==> config.mk <==
export PLATFORM = sky130hd
export DESIGN_NAME = spi_ext_mem_ctrl
export DESIGN_NICKNAME = d
export VERILOG_FILES = /design/src/rtl/spi_ext_mem_ctrl.sv
export SDC_FILE = /design/constraint.sdc
export NUM_CORES = 1
export LEC_CHECK = 0
export BUFFER_PORTS_ARGS = -buffer_cell sky130_fd_sc_hd__buf_2
export CORE_ASPECT_RATIO = 1.2
export CORE_MARGIN = 8
export CORE_UTILIZATION = 55
export CTS_CLUSTER_SIZE = 30
export DETAILED_ROUTE_END_ITERATION = 6
export PLACE_DENSITY_LB_ADDON = 0.3
export SLEW_MARGIN = 10
export SYNTH_ARGS = -nofsm -noshare
export SYNTH_HDL_FRONTEND = slang
export SYNTH_SLANG_ARGS = --single-unit
==> constraint.sdc <==
create_clock -name clk -period 5.3 [get_ports clk]
set_input_delay 1.59 -clock clk [delete_from_list [all_inputs] [get_ports clk]]
set_output_delay 1.59 -clock clk [all_outputs]
set_load 0.02 [all_outputs]
==> src/rtl/spi_ext_mem_ctrl.sv <==
// SPI mode-0 master issuing READ (0x03) / WRITE (0x02) bursts to a serial SRAM.
// One request at a time; the device auto-increments the address across a burst.
module spi_ext_mem_ctrl #(
   parameter int DATA_WIDTH = 8,
   parameter int ADDR_WIDTH = 20,
   parameter int ADDR_BYTES = 3,
   parameter int CLK_DIV    = 2,
   parameter int MAX_BURST  = 16,
   parameter int LEN_W      = 5
) (
   input  logic                  clk,
   input  logic                  reset,
   input  logic                  req_we,
   input  logic                  req_re,
   input  logic [ADDR_WIDTH-1:0] req_addr,
   input  logic [LEN_W-1:0]      req_len,
   input  logic [DATA_WIDTH-1:0] wr_data,
   output logic                  wr_ack,
   output logic [DATA_WIDTH-1:0] rd_data,
   output logic                  rd_valid,
   output logic                  busy,
   output logic                  done,
   output logic                  err,
   output logic [ADDR_WIDTH-1:0] cur_addr,
   output logic                  spi_sclk,
   output logic                  spi_cs_n,
   output logic                  spi_mosi,
   input  logic                  spi_miso
);

   localparam int ABITS    = 8 * ADDR_BYTES;
   localparam int HDR_BITS = 8 + ABITS;
   localparam int DIV_W    = (CLK_DIV > 1) ? $clog2(CLK_DIV) : 1;
   localparam int BIT_W    = $clog2(HDR_BITS + DATA_WIDTH + 1);

   typedef enum logic [2:0] {
      IDLE, CS_SETUP, CMD, ADDR, DATA, CS_HOLD, DONE
   } state_t;

   state_t state, next_state;

   logic [DIV_W-1:0]      div_cnt;
   logic [BIT_W-1:0]      bit_cnt;
   logic [LEN_W-1:0]      len_q;
   logic [LEN_W-1:0]      word_cnt;
   logic                  is_read;
   logic [HDR_BITS-1:0]   hdr_sr;
   logic [DATA_WIDTH-1:0] wr_sr;
   logic [DATA_WIDTH-1:0] rd_sr;

   logic                  len_ok;
   logic                  accept;
   logic                  reject;
   logic                  shifting;
   logic                  tick;
   logic                  rise;
   logic                  fall;
   logic                  last_bit;
   logic                  last_word;
   logic [7:0]            cmd;
   logic [DATA_WIDTH-1:0] wr_next;
   logic [DATA_WIDTH-1:0] rd_next;

   assign len_ok    = (req_len != '0) && (req_len <= LEN_W'(MAX_BURST));
   assign accept    = (state == IDLE) && (req_we ^ req_re) && len_ok;
   assign reject    = (state == IDLE) && (req_we | req_re) && !accept;
   assign shifting  = (state == CMD) || (state == ADDR) || (state == DATA);
   assign tick      = (div_cnt == DIV_W'(CLK_DIV - 1));
   assign rise      = shifting && tick && !spi_sclk;
   assign fall      = shifting && tick && spi_sclk;
   assign last_word = (word_cnt == len_q - LEN_W'(1));
   assign cmd       = req_re ? 8'h03 : 8'h02;
   assign wr_next   = wr_sr << 1;
   assign rd_next   = DATA_WIDTH'({rd_sr, spi_miso});

   always_comb begin
      last_bit = 1'b0;
      case (state)
         CMD:     last_bit = (bit_cnt == BIT_W'(7));
         ADDR:    last_bit = (bit_cnt == BIT_W'(ABITS - 1));
         DATA:    last_bit = (bit_cnt == BIT_W'(DATA_WIDTH - 1));
         default: last_bit = 1'b0;
      endcase
   end

   always_ff @(posedge clk or negedge reset) begin
      if (!reset) state <= IDLE;
      else        state <= next_state;
   end

   // Phase changes happen only on the falling SCLK transition that ends a bit.
   always_comb begin
      next_state = state;
      case (state)
         IDLE:     if (accept) next_state = CS_SETUP;
         CS_SETUP: if (tick) next_state = CMD;
         CMD:      if (fall && last_bit) next_state = ADDR;
         ADDR:     if (fall && last_bit) next_state = DATA;
         DATA:     if (fall && last_bit && last_word) next_state = CS_HOLD;
         CS_HOLD:  if (tick) next_state = DONE;
         DONE:     next_state = IDLE;
         default:  next_state = IDLE;
      endcase
   end

   always_ff @(posedge clk or negedge reset) begin
      if (!reset) begin
         div_cnt  <= '0;
         bit_cnt  <= '0;
         len_q    <= '0;
         word_cnt <= '0;
         is_read  <= 1'b0;
         hdr_sr   <= '0;
         wr_sr    <= '0;
         rd_sr    <= '0;
         rd_data  <= '0;
         rd_valid <= 1'b0;
         wr_ack   <= 1'b0;
         busy     <= 1'b0;
         done     <= 1'b0;
         err      <= 1'b0;
         cur_addr <= '0;
         spi_sclk <= 1'b0;
         spi_cs_n <= 1'b1;
         spi_mosi <= 1'b0;
      end else begin
         wr_ack   <= 1'b0;
         rd_valid <= 1'b0;
         err      <= reject;
         done     <= (next_state == DONE);
         busy     <= (next_state != IDLE) && (next_state != DONE);
         spi_cs_n <= (next_state == IDLE) || (next_state == DONE);

         if ((state == IDLE) || (state == DONE) || tick) div_cnt <= '0;
         else                                            div_cnt <= div_cnt + DIV_W'(1);

         if (accept) begin
            len_q    <= req_len;
            is_read  <= req_re;
            hdr_sr   <= {cmd, ABITS'(req_addr)};
            wr_sr    <= wr_data;
            wr_ack   <= req_we;
            cur_addr <= req_addr;
            bit_cnt  <= '0;
            word_cnt <= '0;
            spi_sclk <= 1'b0;
            spi_mosi <= cmd[7];
         end

         if (rise) begin
            spi_sclk <= 1'b1;
            if (state == DATA && is_read) begin
               rd_sr <= rd_next;
               if (last_bit) begin
                  rd_data  <= rd_next;
                  rd_valid <= 1'b1;
               end
            end
         end

         // Falling edge: advance the bit and present the next MOSI bit.
         if (fall) begin
            spi_sclk <= 1'b0;
            bit_cnt  <= last_bit ? '0 : bit_cnt + BIT_W'(1);
            if (state == DATA) begin
               if (last_bit) begin
                  cur_addr <= cur_addr + ADDR_WIDTH'(1);
                  word_cnt <= word_cnt + LEN_W'(1);
                  if (!last_word && !is_read) begin
                     wr_sr    <= wr_data;
                     wr_ack   <= 1'b1;
                     spi_mosi <= wr_data[DATA_WIDTH-1];
                  end else begin
                     spi_mosi <= 1'b0;
                  end
               end else begin
                  wr_sr    <= wr_next;
                  spi_mosi <= !is_read && wr_next[DATA_WIDTH-1];
               end
            end else if (state == ADDR && last_bit) begin
               spi_mosi <= !is_read && wr_sr[DATA_WIDTH-1];
            end else begin
               hdr_sr   <= hdr_sr << 1;
               spi_mosi <= hdr_sr[HDR_BITS-2];
            end
         end
      end
   end

endmodule

; After elaboration in Yosys (flattened, before gate mapping)
; Cells that the tools add are included.
[op_classes]
add_sub_neg = 5
mul = 0
n_div = 0
magnitude_cmp = 1
eq_ne = 11
n_shift = 0
n_mux = 47
bitwise = 2
reduce_logical = 34
[op_table]
columns = operator, n
row1 = two-way mux 32 bit, 4
row2 = two-way mux 20 bit, 4
row3 = two-way mux 8 bit, 5
row4 = "adder 20 x 1 -> 20 bit, second input constant", 1
row5 = two-way mux 5 bit, 4
row6 = two-way mux 1 bit, 19
row7 = two-way mux 3 bit, 6
row8 = two-way mux 6 bit, 3
row9 = case mux 3 bit (6 select lines), 1
row10 = logical AND 1 bit, 16
row11 = "equality test 3 bit, second input constant", 4
row12 = "adder 6 x 1 -> 6 bit, second input constant", 1
row13 = "equality test 3 x 2 -> 1 bit, second input constant", 2
row14 = "equality test 6 x 3 -> 1 bit, second input constant", 1
row15 = "equality test 6 x 5 -> 1 bit, second input constant", 1
row16 = logical NOT 3 bit, 2
row17 = nonzero test 3 bit, 2
row18 = "adder 5 x 1 -> 5 bit, second input constant", 1
row19 = equality test 5 bit, 1
row20 = "less-or-equal comparator 5 bit, second input constant", 1
row21 = logical OR 1 bit, 5
row22 = nonzero test 5 bit, 1
row23 = "subtractor 5 x 1 -> 5 bit, second input constant", 1
row24 = logical NOT 1 bit, 4
row25 = 10 further kinds, 10
[totals]
regBits = 104
latchBits = 0
ram_bits = 0
rom_bits = 0
input_bits = 38
memories = 0

; Logic depth before layout (Yosys ltp)
[depth]
depth_word = 11
ltp_mapped = 10
mapped_depth_nobuf = 8

; Least setup slack after synthesis
; No wires, ideal clock.
[synth_path]
kind = in2reg
startpoint = input port req_len[3]
endpoint = register spi_mosi
arrival_time_ns = 3.350
path_slack_ns = 1.824
path_stages = 7
cell_sequence = nor4_1 -> mux2i_1 -> and2_1 -> buf_2 -> clkbuf_1 -> nor2_1 -> a221o_1
[synth_via]
elab_chain_len = 4
elab_cells_between_ends = 5
cone_classes = order compare (1) / reduce/logical (4)
[synth_lines]
columns = item, line_no
row1 = start: declaration, 16  ; input logic [LEN_W-1:0] req_len,
row2 = less-or-equal comparator 5 bit / nonzero test 5 bit (equally long branches), 64  ; assign len_ok = (req_len != '0) && (req_len <= LEN_W'(MAX_BURST));
row3 = logical AND 1 bit *, 64
row4 = logical AND 1 bit *, 65  ; assign accept = (state == IDLE) && (req_we ^ req_re) && len_ok;
row5 = nonzero test 2 bit (no source line) *, --
row6 = end signal: assignment, 147  ; spi_mosi <= cmd[7];
row7 = end signal: assignment, 172  ; spi_mosi <= wr_data[DATA_WIDTH-1];
row8 = end signal: assignment, 178  ; spi_mosi <= !is_read && wr_next[DATA_WIDTH-1];
row9 = end: declaration, 27  ; output logic spi_mosi,
; Mark *: on every way between the ends. The rest lies on a longest branch, timed or not.
; A chain may end at the register's enable or synchronous reset.

; Worst setup path in the final report
[layout_path]
startpoint = input port req_len[3]
endpoint = register wr_sr[2]
[layout_via]
elab_chain_len = 8
elab_cells_between_ends = 9
cone_classes = order compare (1) / mux (5) / reduce/logical (3)
[layout_lines]
columns = item, line_no
row1 = less-or-equal comparator 5 bit / nonzero test 5 bit (equally long branches), 64
row2 = logical AND 1 bit *, 64
row3 = logical AND 1 bit *, 65
row4 = two-way mux 8 bit *, 137  ; if (accept) begin
row5 = two-way mux 8 bit, 169  ; if (!last_word && !is_read) begin
row6 = two-way mux 8 bit, 166  ; if (last_bit) begin
row7 = two-way mux 8 bit, 165  ; if (state == DATA) begin
row8 = two-way mux 8 bit *, 162  ; if (fall) begin
row9 = end signal: assignment, 141  ; wr_sr <= wr_data;
row10 = end signal: assignment, 170  ; wr_sr <= wr_data;
row11 = end signal: assignment, 177  ; wr_sr <= wr_next;
row12 = end: declaration, 48  ; logic [DATA_WIDTH-1:0] wr_sr;
; Marks and branches as above.

==> metrics.md <==
| Metric | Value |
|---|---|
| Share of the clock period used by the worst path after layout | `~64%` |
| Antenna Nets Post-Route | `0` |
| Final wirelength | `11650 um` |
| First-pass GRT wire length | `19960 um` |
| Fraction of the mapped netlist area in simple logic gates | `21.18%` |
| Post-synth design cell area | `0.005004 mm2` |
| Avg Cell Area, Syn | `9.405 um2` |
| Finish-stage setup viols | `0` |
| Largest family of logic cells by synthesized area | `simple AND/OR/NAND/NOR gates` |
| Series of cell instances along the critical path | `buf_2 > nor4_1 > mux2i_1 > and2_1 > buf_4 > mux2i_1 > o22ai_1 > a221o_1` |
| Setup crit start kind | `primary input` |
| 1st-pass router iterations | `5` |
| Count of state elements after synthesis | `103` |
| Number of top-level pins | `74` |
| Max-slew violation count | `0` |
| Top area cells in the synthesized netlist | `dfrtp_1 (51%), nand2_1 (8.1%), mux2_2 (3.4%)` |
| Worst Clk Skew | `0.01237 ns` |
| CTS tree | `yes` |
| Ant. Diodes | `0` |
| Worst skew pair latency | `0.37 ns` |
| Antenna violations before repair | `0` |
| Slew HR | `34.41%` |
| Global-route total usage across every layer | `20.10%` |
| Slowest library cell on the worst path | `nor4_1` |
| Die width | `103.1 um` |
| Setup repair after global routing missed its margin | `false` |
| Reg2Reg Depth | `5` |
| Fraction of final layout cells sized beyond drive strength 1 | `19.46%` |
| Crit Path Category | `primary input to flip-flop` |
| Final estimated routing congestion in global placement | `0.8818` |
| Largest net degree at the start of global routing | `80` |
| Net count reported at finish | `634` |
| Number of global-route vias before repair | `between 4000 and 5000` |
| Count of port buffers added during placement | `73` |
| Hold-critical path endpoint | `hdr_sr[30]` |
| FP Rows | `38` |
| Drc violations | `0` |
| Count of H-tree levels built during CTS | `3` |
| Clock Tree Root | `clkbuf_8` |
| Area of combinational cells with multiple inputs | `0.002251 mm2` |
| Placed Area | `0.005430 mm2` |
| Maximum frequency from static timing analysis | `between 200 and 300 MHz` |
| Final Cell Area | `0.005620 mm2` |
| Clk pin slew, worst setup/hold paths | `0.10 ns` |
| First DRT Iteration DRCs | `219` |
| Vias per inst | `5.894` |
| Buffer count from post-CTS setup fixing | `0` |
| Critical path peak fanout | `28` |
| Buffer levels on the longest clock path | `2` |
| Final-layout worst hold slack | `0.4753 ns` |
| Run status | `finished clean` |
| Share of async-settable or async-resettable flops after synthesis | `100.0%` |
| Peak per-stage delay on the critical path | `0.40 ns` |
| Yosys top cell area share | `51.01%` |
| Share of the synthesized netlist area taken by xor and xnor gates | `1.225%` |
| Die area | `roughly 0.012 mm2` |
| Final Worst Setup Slack | `1.901 ns` |
| Worst slack after detailed placement | `1.559 ns` |
| Number of fillers in the final layout | `around 800` |
| Sequential standard cell area | `approximately 0.0026 mm2` |
| Number of flops mapped to enable cells by yosys | `0` |
| Clock Sink Count | `103` |
| Overflow left after global routing | `0` |
| Total Power | `1.307 mW` |
| Launch instance of the worst register-to-register path | `bit_cnt[0]` |
| Number of buffers created by CTS | `9` |
| Post-Syn Instances | `532` |
| Part of the Yosys area used for sequential elements | `between 50% and 60%` |
| Signal arrival time at the worst endpoint | `3.65 ns` |
| Post-Synth Adder-Cell Area | `1.250%` |
| Hold Violations, Final | `0` |
| Warnings from Yosys | `0` |
| Post-CTS Hold Buffers | `0` |
| Area added between synthesis and finish | `12.33%` |
| Max-cap violations | `0` |
| Min cycle time layout | `3.399 ns` |
| Area of the core region | `about 0.0089 mm2` |
| Hold-critical path depth | `2` |
| Leakage power | `2.570 nW` |
| Setup TNS Final | `0 ns` |
| Slew of the pin with the lowest slew margin | `0.9838 ns` |
| Classification of the worst-slack hold path | `flip-flop to flip-flop` |
| Worst setup EP type | `flip-flop` |
| Reg2Reg Capture Point | `rd_data[3]` |
| Initial standard-cell utilization of the core | `55.98%` |
| Hold path start | `hdr_sr[29]` |
| Power density of the placed cells | `232.5 mW/mm2` |
| Minimum setup slack among reg-to-reg paths | `2.60 ns` |
| Via total after detailed routing | `4220` |
| Netlist cell types | `60` |
| Dominant synthesized flop cell | `dfrtp_1` |
| Routed length per placed instance | `approximately 16 um` |
| Peak ir drop on the vdd network | `0.1853 mV` |
| Most used cell along the critical path | `mux2i_1` |
| Die height | `around 120 um` |
| Buffers and inverters on the worst path | `2` |
| Resized Gates After CTS | `0` |
| CP required | `5.55 ns` |
| Largest area contributor in the netlist | `dfrtp_1` |
| Area fraction in compound gates after synthesis | `16.03%` |
| Syn nets | `~580` |
| Total half-perimeter wirelength after legalization and detailed placement | `8175 um` |
| Dominant delay contributor by cell family on the critical path | `multiplexers` |
| Post-synthesis mux area share | `5.176%` |
where the power goes:
| part | total [mW] | internal (mW) | switching (mW) |
|---|---|---|---|
| sequential | 0.785 | 0.785 | 0 |
| combinational | 0.0359 | 0.0120 | 0.0239 |
| clock | 0.486 | 0.219 | 0.267 |
cells by family after synthesis:
| logic type | Yosys count |
|---|---|
| compound gates | 124 |
| xor+xnor | 7 |
| fa+ha+maj | 5 |
| buf+inv | 41 |
| flops | 103 |
| mux | 24 |
| simple gates | 228 |
layout make-up:
type | instances | area share [%]
Sequential cell | 103 | 45.88
Multi-Input combinational cell | 388 | 40.05
Timing Repair Buffer | 79 | 7.346
Tap cell | 120 | 2.671
Clock buffer | 11 | 2.337
Clock inverter | 5 | 1.046
Inverter | 10 | 0.6679
synth_stat cells (8+ instances only):
cell type and n:
nor3_1 8, nand4_1 8, nand2_1 108, o21ai_0 33, a21oi_1 19, nand3_1 26
mux2i_1 9, o22ai_1 9, a31oi_1 26, nor2_1 38, inv_1 10, mux2_2 15
clkbuf_1 18, dfrtp_1 102
metrics by stage:
step	utilization, %	cells
floorplan	-	532
global placement	60.75	700
detailed placement	60.75	700
CTS	62.88	716
global route	62.88	716
finish	62.88	716
how the worst max path moves through the flow:
stage,start,end,slack [ns],cells past startpoint
5_1_grt,req_len[3],wr_sr[4],1.79,8
4_1_cts,req_len[3],wr_sr[5],1.95,8
6_report,req_len[3],wr_sr[2],1.90,8
3_5_place_dp,req_len[3],wr_sr[2],1.56,8
3_3_place_gp,req_len[3],cur_addr[9],1.59,8
2_1_floorplan,req_len[3],spi_mosi,1.82,7
tightest hold or removal path, delay by kind of cell, from the launching register on:
kind / cells / cell delay (ns)
AND/OR/NAND/NOR: 2 / 0.10
flip-flops: 1 / 0.35
per-layer routing:
metal | routed length [um] | share of wire, % | track usage, %
met1 | 5230 | 45 | 27.31
met5 | 0 | 0 | 0
met3 | 745 | 6.4 | 4.313
met4 | 138 | 1.2 | 5.984
met2 | 5531 | 47 | 31.45
sequential cells by signal (all words and copies together), names as in the netlist, 3 cells and up:
signal / cells
bit_cnt: 6
state: 3
len_q: 5
wr_sr: 8
rd_data: 8
hdr_sr: 31
word_cnt: 5
cur_addr: 20
rd_sr: 7
placed cells by master (no fill, tap or decap), drive strengths merged, types with 10 or more instances in the layout:
| cell type | n |
|---|---|
| clkbuf | 11 |
| inv | 10 |
| nor2 | 38 |
| dfrtp | 102 |
| buf | 79 |
| a31oi | 26 |
| a21oi | 19 |
| mux2 | 15 |
| nand2 | 109 |
| nand3 | 26 |
| o21ai | 33 |
No activity file was read; power rests on OpenSTA's default activity.
